File: src/rtl/inst_loader_pkg.sv
// Shared definitions for the boot-time instruction loader: CPU word width,
// instruction memory depth and the loader FSM state encoding.
package inst_loader_pkg;

   localparam int CPU_WIDTH           = 32;
   localparam int INST_MEM_ADDR_DEPTH = 1024;

   typedef enum logic [2:0] {
      IL_IDLE = 3'd0,
      IL_HDR  = 3'd1,
      IL_DATA = 3'd2,
      IL_CSUM = 3'd3,
      IL_DONE = 3'd4,
      IL_ERR  = 3'd5
   } il_state_e;

endpackage

File: src/rtl/inst_loader_byte_packer.sv
// Little-endian byte-to-word assembler: first byte of a word lands in [7:0].
// word_done pulses combinationally with the 4th byte so the caller registers the word.
module byte_packer (
   input  logic        clk,
   input  logic        rst,
   input  logic        clr,
   input  logic        en,
   input  logic [7:0]  din,
   output logic [31:0] word,
   output logic        word_done
);

   logic [1:0]  idx;
   logic [31:0] shreg;

   always_ff @(posedge clk or posedge rst) begin
      if (rst) begin
         idx <= 2'd0;
      end else if (clr) begin
         idx <= 2'd0;
      end else if (en) begin
         idx <= idx + 2'd1;
      end
   end

   // assembly register carries no reset; every lane is rewritten before it is used
   always_ff @(posedge clk) begin
      if (en) begin
         shreg[8*idx +: 8] <= din;
      end
   end

   assign word      = {din, shreg[23:0]};
   assign word_done = en && (idx == 2'd3);

endmodule

File: src/rtl/inst_loader.sv
// Boot loader: framed byte stream (LE count header, LE payload, XOR checksum)
// written word-by-word into instruction memory; holds the core until verified.
module inst_loader
   import inst_loader_pkg::*;
#(
   parameter int                   DEPTH     = INST_MEM_ADDR_DEPTH,
   parameter logic [CPU_WIDTH-1:0] BASE_ADDR = 32'h0000_0000,
   parameter int                   CNT_W     = $clog2(DEPTH) + 1
) (
   input  logic                 clk,
   input  logic                 rst,
   input  logic                 start_i,
   input  logic                 byte_valid_i,
   input  logic [7:0]           byte_i,
   output logic                 byte_ready_o,
   output logic                 wr_en_o,
   output logic [CPU_WIDTH-1:0] wr_addr_o,
   output logic [CPU_WIDTH-1:0] wr_data_o,
   output logic                 cpu_hold_o,
   output logic                 load_done_o,
   output logic                 load_err_o,
   output logic [CNT_W-1:0]     word_cnt_o
);

   localparam logic [CPU_WIDTH-1:0] DEPTH_W = CPU_WIDTH'(DEPTH);

   il_state_e            state, state_nxt;
   logic                 xfer, start_load, pack_en, word_done, hdr_ovf, last_word;
   logic [31:0]          pack_word;
   logic [CNT_W-1:0]     n_words, word_cnt;
   logic [7:0]           csum;

   assign byte_ready_o = (state == IL_HDR) || (state == IL_DATA) || (state == IL_CSUM);
   assign load_done_o  = (state == IL_DONE);
   assign load_err_o   = (state == IL_ERR);
   assign cpu_hold_o   = (state != IL_DONE);
   assign word_cnt_o   = word_cnt;

   assign xfer       = byte_valid_i && byte_ready_o;
   assign start_load = start_i && ((state == IL_IDLE) || (state == IL_DONE) || (state == IL_ERR));
   assign pack_en    = xfer && ((state == IL_HDR) || (state == IL_DATA));
   assign hdr_ovf    = pack_word > DEPTH_W;
   assign last_word  = (word_cnt + CNT_W'(1)) == n_words;

   // header bytes and payload bytes share one packer
   byte_packer u_packer (
      .clk       (clk),
      .rst       (rst),
      .clr       (start_load),
      .en        (pack_en),
      .din       (byte_i),
      .word      (pack_word),
      .word_done (word_done)
   );

   always_ff @(posedge clk or posedge rst) begin
      if (rst) state <= IL_IDLE;
      else     state <= state_nxt;
   end

   always_comb begin
      state_nxt = state;
      case (state)
         IL_IDLE: if (start_i) state_nxt = IL_HDR;
         IL_HDR: begin
            if (word_done) begin
               if (hdr_ovf)                 state_nxt = IL_ERR;
               else if (pack_word == 32'd0) state_nxt = IL_CSUM;
               else                         state_nxt = IL_DATA;
            end
         end
         IL_DATA: if (word_done && last_word) state_nxt = IL_CSUM;
         IL_CSUM: if (xfer) state_nxt = (byte_i == csum) ? IL_DONE : IL_ERR;
         IL_DONE: if (start_i) state_nxt = IL_HDR;
         IL_ERR:  if (start_i) state_nxt = IL_HDR;
         default: state_nxt = IL_IDLE;
      endcase
   end

   always_ff @(posedge clk or posedge rst) begin
      if (rst) begin
         wr_en_o   <= 1'b0;
         wr_addr_o <= BASE_ADDR;
         wr_data_o <= '0;
         word_cnt  <= '0;
         n_words   <= '0;
         csum      <= 8'h00;
      end else begin
         wr_en_o <= 1'b0;
         if (start_load) begin
            word_cnt <= '0;
            csum     <= 8'h00;
         end
         if ((state == IL_HDR) && word_done && !hdr_ovf) begin
            n_words <= pack_word[CNT_W-1:0];
         end
         if ((state == IL_DATA) && pack_en) begin
            csum <= csum ^ byte_i;
         end
         // address wraps naturally at CPU_WIDTH bits
         if ((state == IL_DATA) && word_done) begin
            wr_en_o   <= 1'b1;
            wr_addr_o <= BASE_ADDR + (CPU_WIDTH'(word_cnt) << 2);
            wr_data_o <= pack_word;
            word_cnt  <= word_cnt + CNT_W'(1);
         end
      end
   end

endmodule

File: config.mk
export PLATFORM = sky130hd
export DESIGN_NAME = inst_loader
export DESIGN_NICKNAME = d
export VERILOG_FILES = /design/src/rtl/inst_loader_pkg.sv /design/src/rtl/inst_loader_byte_packer.sv /design/src/rtl/inst_loader.sv
export SDC_FILE = /design/constraint.sdc
export NUM_CORES = 1
export LEC_CHECK = 0
export ABC_AREA = 1
export CORE_MARGIN = 2
export CORE_UTILIZATION = 30
export DETAILED_ROUTE_END_ITERATION = 7
export PLACE_DENSITY = 0.55
export SETUP_SLACK_MARGIN = 0.4
export SYNTH_ARGS = -nofsm -noshare
export SYNTH_HDL_FRONTEND = slang
export SYNTH_SLANG_ARGS = --single-unit
File: constraint.sdc
create_clock -name clk -period 3.54 [get_ports clk]
set_clock_uncertainty 0.1 [all_clocks]
set_input_delay 0.531 -clock clk [delete_from_list [all_inputs] [get_ports clk]]
set_output_delay 0.531 -clock clk [all_outputs]
set_load 0.05 [all_outputs]
==> impl_metrics.toml, run 1 <==
[power]
comb_power_share = 0.235
p_leak_nw = 2.74
power_frac_seq = 0.438
vdd_drop_max_v = 0.000251
p_per_area_nw_per_um2 = 511
switching_share = 0.356
p_total_mw = 3.12
p_int_mw = 2.01
power_frac_clock = 0.327
p_sw_mw = 1.11

[timing]
slew_violations = 0
final.setup.tns_ns = 0
worst_pin_slew_ns = 0.747
finalSetupViolations = 0
rsz0062_at_grt = "false"
timing.final.crit_share = 0.745
finalCriticalPeriod_ns = 2.64
max_freq_mhz = 379
max_slew_margin = 0.500
final-hold-violation-count = 0

[clocking]
clock-sinks = 103
cts_root_buf = "clkbuf_16"
numCtsBuffers = 9
cts_htree_levels = 3
cts.repair.resized = 0
clkLatencyLatePin_ns = 0.36
max-clock-path-buffers = 2
cts_tree = "done"
cts_setup_buffers = 0
clk_pin_slew_ns = 0.08
hold_buffers = 0

[worst_setup_path]
path_class = "reg -> out"
cp.arrival_ns = 2.00
reg2regPathDepth = 13
setup.worst_path.end_class = "primary output"
start_kind = "flop"
r2r_slack_ns = 1.22
r2r_start = "word_cnt_o[0]$_DFFE_PP0P_"
cp_max_fo = 7
crit_required_ns = 2.91
regToRegEndpoint = "state[2]$_DFFE_PP0P_"

[global_route]
grt_pass1_vias = 3776
grt_usage = 0.139
grt_pass1_wl_mm = 19.3
grt_max_degree = 41
antenna_found_initial = 0
grt_overflow = 0

[drt]
post_drt_wl_per_cell_um = 13.8
via_count = 3824
wirelength_mm = 11.7
detail_route.iter0.violations = 230
ant_nets = 0
drc = 0
drt_pass1_iterations = 4
viasPerCell = 4.50

[floorplan]
die_w_um = 133
fp.dieH_um = 133
initial_core_util = 0.303
core_area_um2 = 16400
pin_count = 92
rows = 47
fp.dieArea_um2 = 17600

[final_layout]
multi_input_area_um2 = 1830
nets = 643
fin_area_um2 = 6100
finalNonFillerCells = 850
area_delta_synth_final_pct = 22.6
n_antenna_cell = 0
num-fill-cells = 1683
drive_above_1_share = 0.0730
postLayoutCoreUtil = 0.372
seq_area_um2 = 2700

[logic_synthesis]
ys_ff_latch = 103
syn_area_um2 = 4970
synth_warnings = 0
synth_flop_cell = "dfrtp_1"
synth_edf_count = 24
ys_types = 36
synth.top_cells.by_area = "dfrtp_1 40%, edfxtp_1 14%, nand2_1 11%"
ys_seq_area_frac = 0.543
synth_top_area_cell = "dfrtp_1"
syn_avg_cell_area_um2 = 8.92
async_flop_share = 0.767
netlist_instances = 557
yosys.area.top_type_share = 0.398

[hold_path]
hp-start = "wr_data_o[21]$_DFFE_PP0P_"
hold_end = "wr_data_o[21]$_DFFE_PP0P_"
min_path_cells = 2
min_path_type = "reg -> reg"

[placement]
post_dp_cell_area_um2 = 5790
dp_cells = 834
io_buffers = 70
place.gp.congestion = 0.826
hpwl_mm = 8.92

[outcome]
status = "complete, no violations"

[job]
drv_cap = 0
==> power groups by stage <==
stage | Combinational, mW | Clock (mW) | Sequential [mW]
after global placement | 0.728 | 0 | 1.39
final | 0.731 | 1.02 | 1.37
after detailed placement | 0.737 | 0 | 1.39
after CTS | 0.737 | 1.04 | 1.37
after global routing | 0.807 | 1.10 | 1.38
after floorplan | 0.474 | 0 | 1.45
==> stage by stage <==
stage | setup slack [ns] | hold slack, ns
2_1_floorplan | 0.886 | 0.351
3_3_place_gp | 0.959 | 0.359
3_5_place_dp | 0.930 | 0.362
4_1_cts | 0.877 | 0.384
5_1_grt | 0.806 | 0.396
6_report | 0.904 | 0.378
==> area by class of cell <==
class | instances | share of cell area
clock buffers | 9 | 0.0369
clock inverters | 7 | 0.0138
inverters | 68 | 0.0421
multi-input cells | 369 | 0.300
flip-flops and latches | 103 | 0.443
well taps | 220 | 0.0452
repair buffers | 74 | 0.120
==> how the worst max path moves through the flow <==
stage,end,start
after floorplan,csum[0]$_DFFE_PP0P_,rst
after global placement,word_cnt_o[0]$_DFFE_PP0P_,byte_valid_i
after detailed placement,word_cnt_o[0]$_DFFE_PP0P_,byte_valid_i
after CTS,load_err_o,state[2]$_DFFE_PP0P_
after global routing,load_err_o,state[0]$_DFFE_PP0P_
final,load_err_o,state[2]$_DFFE_PP0P_
==> synthesized netlist by cell type (2+ instances only) <==
| cell | number |
|---|---|
| buf_2 | 5 |
| nand3_2 | 2 |
| buf_6 | 5 |
| nand4_1 | 11 |
| nor4_1 | 4 |
| nor2_1 | 48 |
| nor2_2 | 2 |
| nor3_1 | 2 |
| o21ai_1 | 29 |
| buf_4 | 22 |
| nand2_1 | 145 |
| dfrtp_1 | 79 |
| o21ai_2 | 4 |
| inv_1 | 63 |
| o21ai_0 | 29 |
| o22ai_2 | 6 |
| xnor2_1 | 5 |
| inv_2 | 5 |
| xor2_1 | 6 |
| nand3b_1 | 2 |
| ha_1 | 6 |
| nand3_1 | 37 |
| clkbuf_1 | 4 |
| edfxtp_1 | 24 |
==> metal layers <==
layer	up-vias	global-route usage	wire length (um)
met5	-	0	0
met4	0	0.0412	170
met3	14	0.0337	595
met2	92	0.230	5720
met1	1830	0.182	5230
li1	1888	-	-
==> flip-flops by register name, summed over array words and instances (netlist names) <==
name            cells
wr_addr_o          11
word_cnt_o         11
wr_en_o             1
csum                8
n_words            11
state               3
u_packer.idx        2
wr_data_o          32
u_packer.shreg     24
==> cells by family after synthesis <==
family,after synthesis,synth area share
simple gates,260,0.230
xor+xnor,12,0.0239
compound gates,70,0.0828
fa+ha+maj,6,0.0151
other cells,1,0.000754
buf+inv,105,0.105
flops,103,0.543
==> cell usage in the layout (no fill, tap or decap), types with 3 or more instances in the layout <==
cell	n
nand2_1	145
dfrtp_1	79
clkdlybuf4s50_1	70
inv_1	62
nor2_1	48
nand3_1	37
o21ai_1	29
o21ai_0	29
edfxtp_1	24
conb_1	21
nand4_1	11
clkbuf_16	9
xor2_1	6
o22ai_2	6
ha_1	6
inv_2	5
xnor2_1	5
o21ai_2	4
nor4_1	4
buf_4	4
clkinv_8	3
==> worst max-delay path, cell delays in order, from the launching register on <==
cell and delay [ns]:
dfrtp_1 0.52, inv_1 0.07, nor3_1 0.20, clkdlybuf4s50_1 0.86
No activity file was read; power rests on OpenSTA's default activity.
==> run 2: changes to the inputs <==
Clock period 3.54 ns to 2.55 ns, I/O delays scaled along.
==> run 2 against run 1 <==
Net effect:
- sequential share of layout area decreased by 1.1 points
- register-to-register slack got worse by 0.68 ns
- hold slack got worse by 0.023 ns
- clock power increased by 33%
- wire length increased by 1.4%
- flip-flop and latch count unchanged
- worst setup slack got worse by 0.45 ns
- global-route usage decreased by 0.46 points
- highest routed layer unchanged
==> impl_metrics.toml, run 2 (synthesis gave the netlist of run 1 again) <==
[power]
p_total_mw = 4.29
p_per_area_nw_per_um2 = 686
p_leak_nw = 2.83
vdd_drop_max_v = 0.000371

[floorplan]
initial_core_util = 0.303
fp.dieH_um = 133
die_w_um = 133
pin_count = 92
core_area_um2 = 16400
fp.dieArea_um2 = 17600
rows = 47

[clocking]
cts_root_buf = "clkbuf_16"
numCtsBuffers = 9
cts_tree = "done"
clock-sinks = 103
clkLatencyLatePin_ns = 0.35
max-clock-path-buffers = 2
cts_htree_levels = 3
clk_pin_slew_ns = 0.08

[worst_setup_path]
reg2regPathDepth = 14
r2r_slack_ns = 0.54
crit_chain = "clkdlybuf4s50_1"
r2r_start = "word_cnt_o[1]$_DFFE_PP0P_"
cpPeakStageDelay_ns = 0.84
worstPathBufferInverterCount = 1
cp.arrival_ns = 1.62
regToRegEndpoint = "state[1]$_DFFE_PP0P_"
critical-path-top-delay-family = "buffers and inverters"
crit_required_ns = 2.07
start_kind = "flop"
path_depth = 1
setup.worst_path.end_class = "primary output"
slowest_stage = "clkdlybuf4s50_1"
cp_max_fo = 5
path_class = "reg -> out"

[drt]
topRoutingLayerUsed = "met4"
wirelength_mm = 11.9
wl_met1_mm = 5.69
drc = 0
wl_met3_um = 483
post_drt_wl_per_cell_um = 13.8
viasPerCell = 4.49
drt_pass1_iterations = 5
detail_route.iter0.violations = 192
via_count = 3854
ant_nets = 0
wl_met2_mm = 5.52

[placement]
place.gp.congestion = 0.827
post_dp_cell_area_um2 = 5880
dp_slack_ns = 0.115
io_buffers = 70
hpwl_mm = 8.89

[final_layout]
fin_area_um2 = 6260
final_cell_mix = "142 x nand2_1, 76 x dfrtp_1, 62 x inv_1, 60 x clkdlybuf4s50_1, 46 x nor2_1"
final_common_cell = "nand2_1"
largest_reg_flops = 32
area_delta_synth_final_pct = 25.9
drive_above_1_share = 0.106
nets = 652
n_antenna_cell = 0
largestRegisters = "wr_data_o: 32 flops, u_packer.shreg: 24 flops"
regMostFlops = "wr_data_o"

[global_route]
antenna_found_initial = 0
grt_pass1_wl_mm = 18.8
grt_overflow = 0
grt_max_degree = 33
grt_usage = 0.135
grt_pass1_vias = 3646

[timing]
holdWs_ns = 0.355
timing.final.crit_share = 0.823
final.setup.tns_ns = 0
max_slew_margin = 0.587
slew_violations = 0
final-hold-violation-count = 0
finalWorstSetupSlack_ns = 0.451
finalCriticalPeriod_ns = 2.10
max_freq_mhz = 476
finalSetupViolations = 0
rsz0062_at_grt = "false"
worst_pin_slew_ns = 0.618

[job]
drv_cap = 0

[hold_path]
min_path_type = "in -> async"

[outcome]
status = "complete, no violations"
==> run 2: cell count changes in the layout (fill, tap and decap cells not counted), moves of 4 or more <==
cell	previous run	this run
clkdlybuf4s50_1	70	60
nor2_4	1	5
dlygate4sd2_1	0	6
buf_12	0	4
buf_4	4	8
==> run 2: cell type report <==
cell class	count	area, um^2
inverters	68	259
flip-flops and latches	103	2700
well taps	220	275
clock inverters	7	63.8
clock buffers	9	225
repair buffers	82	828
fillers	1655	10100
multi-input cells	370	1900
==> run 2: worst max-delay path by stage <==
stage	slack, ns	to	startpoint
after floorplan	0.43	state[2]$_DFFE_PP0P_	word_cnt_o[0]$_DFFE_PP0P_
after global placement	0.17	n_words[1]$_DFFE_PP0P_	byte_i[4]
after detailed placement	0.11	n_words[0]$_DFFE_PP0P_	byte_i[4]
after CTS	0.38	load_done_o	state[1]$_DFFE_PP0P_
after global routing	0.39	state[2]$_DFFE_PP0P_	word_cnt_o[0]$_DFFE_PP0P_
final	0.45	word_cnt_o[5]	word_cnt_o[5]$_DFFE_PP0P_
==> run 2: through the flow <==
step,std cells,util
global placement,840,0.358
global route,859,0.381
floorplan,577,-
detailed placement,840,0.358
finish,859,0.381
CTS,856,0.376
==> run 2: where the power goes <==
part | switching [mW] | internal [mW] | leakage (nW)
sequential | 0.0761 | 1.82 | 1.25
combinational | 0.780 | 0.257 | 1.44
clock | 0.674 | 0.684 | 0.136
total | 1.53 | 2.76 | 2.83
==> run 2: timing repair <==
action / CTS / global route
hold buffers: 0 / 0
resized for setup: 12 / 18
pin swaps: 0 / 3
buffers inserted: 0 / 2
endpoints found under the setup margin: 11 / 19
gates cloned: 0 / 1
==> run 2: metal layers <==
layer  GRT usage  vias to the layer above
li1            -                     1913
met1       0.185                     1830
met2       0.215                      100
met3      0.0295                       11
met4      0.0382                        0
met5           0                        -
==> run 3: changes to the inputs <==
Clock period 2.55 ns to 2.2 ns, I/O delays scaled along.
==> run 3 against run 2 <==
Net effect:
- sequential power is 16% higher
- combinational power rose by 22%
- count of clock-buffer cells in the layout did not move
- final cell count grew 3.7%
- worst setup slack worse by 0.25 ns
- die area did not move
==> impl_metrics.toml, run 3 (synthesis gave the netlist of run 1 again) <==
[outcome]
status = "complete, no violations"

[global_route]
grt_overflow = 0
grt_pass1_vias = 3719
grt_pass1_wl_mm = 19.2
antenna_found_initial = 0
grt_usage = 0.139
grt_max_degree = 35

[floorplan]
die_w_um = 133
fp.dieArea_um2 = 17600
initial_core_util = 0.303
core_area_um2 = 16400
fp.dieH_um = 133
pin_count = 92
rows = 47

[final_layout]
nets = 684
postLayoutCoreUtil = 0.420
n_antenna_cell = 0
largestRegisters = "wr_data_o: 32 flops, u_packer.shreg: 24 flops"
area_delta_synth_final_pct = 38.6
multi_input_area_um2 = 2130
regMostFlops = "wr_data_o"
largest_reg_flops = 32
drive_above_1_share = 0.238
seq_area_um2 = 2710
final_cell_mix = "112 x nand2_1, 71 x dfrtp_1, 61 x inv_1, 47 x dlygate4sd2_1, 45 x nor2_1"
num-fill-cells = 1592
finalNonFillerCells = 891
final_common_cell = "nand2_1"
fin_area_um2 = 6890

[clocking]
hold_buffers = 0
clkLatencyLatePin_ns = 0.36
max-clock-path-buffers = 2
clock-sinks = 103
cts_htree_levels = 3
clk_pin_slew_ns = 0.08
cts_tree = "done"
numCtsBuffers = 9
cts_root_buf = "clkbuf_16"

[timing]
timing.final.crit_share = 0.907
worst_pin_slew_ns = 0.581
final.setup.tns_ns = 0
finalCriticalPeriod_ns = 1.99
slew_violations = 0
rsz0062_at_grt = "true"
finalSetupViolations = 0
max_slew_margin = 0.612
holdWs_ns = 0.283
finalWorstSetupSlack_ns = 0.205
max_freq_mhz = 501
final-hold-violation-count = 0

[hold_path]
min_path_type = "in -> async"

[power]
power_frac_clock = 0.320
p_per_area_nw_per_um2 = 741
p_sw_mw = 1.83
p_int_mw = 3.27
p_leak_nw = 3.21
p_total_mw = 5.10
switching_share = 0.359
power_frac_seq = 0.431
vdd_drop_max_v = 0.000417
comb_power_share = 0.249

[worst_setup_path]
start_kind = "flop"
cp.arrival_ns = 2.15
r2r_slack_ns = 0.21
path_class = "reg -> reg"
cp_max_fo = 7
setup.worst_path.end_class = "flop"
regToRegEndpoint = "state[1]$_DFFE_PP0P_"
crit_required_ns = 2.35
r2r_start = "word_cnt_o[0]$_DFFE_PP0P_"
reg2regPathDepth = 14

[drt]
via_count = 3996
viasPerCell = 4.48
detail_route.iter0.violations = 177
post_drt_wl_per_cell_um = 14.8
drc = 0
wirelength_mm = 13.2
ant_nets = 0
drt_pass1_iterations = 5

[placement]
place.gp.congestion = 0.805
dp_slack_ns = 0.0697
dp_cells = 848
post_dp_cell_area_um2 = 6010
io_buffers = 70
hpwl_mm = 8.72

[job]
drv_cap = 0
==> run 3: worst max path at each step <==
stage	from	endpoint	slack, ns	depth (start not counted)
3_5_place_dp	byte_i[5]	n_words[1]$_DFFE_PP0P_	0.07	10
6_report	word_cnt_o[0]$_DFFE_PP0P_	state[1]$_DFFE_PP0P_	0.21	14
3_3_place_gp	byte_i[2]	n_words[6]$_DFFE_PP0P_	0.1	10
4_1_cts	word_cnt_o[1]$_DFFE_PP0P_	state[1]$_DFFE_PP0P_	0.23	14
2_1_floorplan	word_cnt_o[0]$_DFFE_PP0P_	state[2]$_DFFE_PP0P_	0.31	14
5_1_grt	word_cnt_o[1]$_DFFE_PP0P_	state[1]$_DFFE_PP0P_	0.05	14
==> run 3: timing repair <==
item                                    4_1_cts  5_1_grt
endpoints found under the setup margin      142       89
buffers inserted                              4        9
cloned                                        0       14
gates resized for setup                      66       92
pin swaps                                     1        9
==> run 3: layout make-up <==
type,count,area share
Sequential cell,103,0.393
Multi-Input combinational cell,370,0.309
Timing Repair Buffer,111,0.170
Tap cell,220,0.0400
Inverter,68,0.0394
Clock buffer,9,0.0327
Clock inverter,7,0.0109
Timing Repair inverter,3,0.00454
==> run 3: power groups by stage <==
| stage | Clock [mW] | Combinational [mW] | Sequential, mW |
|---|---|---|---|
| floorplan | 0 | 0.782 | 2.33 |
| global placement | 0 | 1.19 | 2.23 |
| detailed placement | 0 | 1.21 | 2.24 |
| CTS | 1.67 | 1.20 | 2.20 |
| global route | 1.75 | 1.40 | 2.22 |
| finish | 1.63 | 1.27 | 2.20 |
==> run 3: critical path: stages, from the launching register on <==
cell and delay (ns):
dfrtp_2 0.48, ha_4 0.30, inv_2 0.03, nand2_1 0.04
nand2_1 0.04, nor2_1 0.11, nand3_1 0.10, nor2_2 0.13
nand3_2 0.09, nor2_2 0.11, nand2_1 0.07, nand2_2 0.09
nand2_2 0.07, nand2_1 0.07, nand2_1 0.05
==> run 3: per-layer routing <==
layer  global-route usage  share of wire
met4               0.0556          0.018
met3               0.0326          0.049
met2                0.222           0.49
met5                    0              0
met1                0.181           0.44
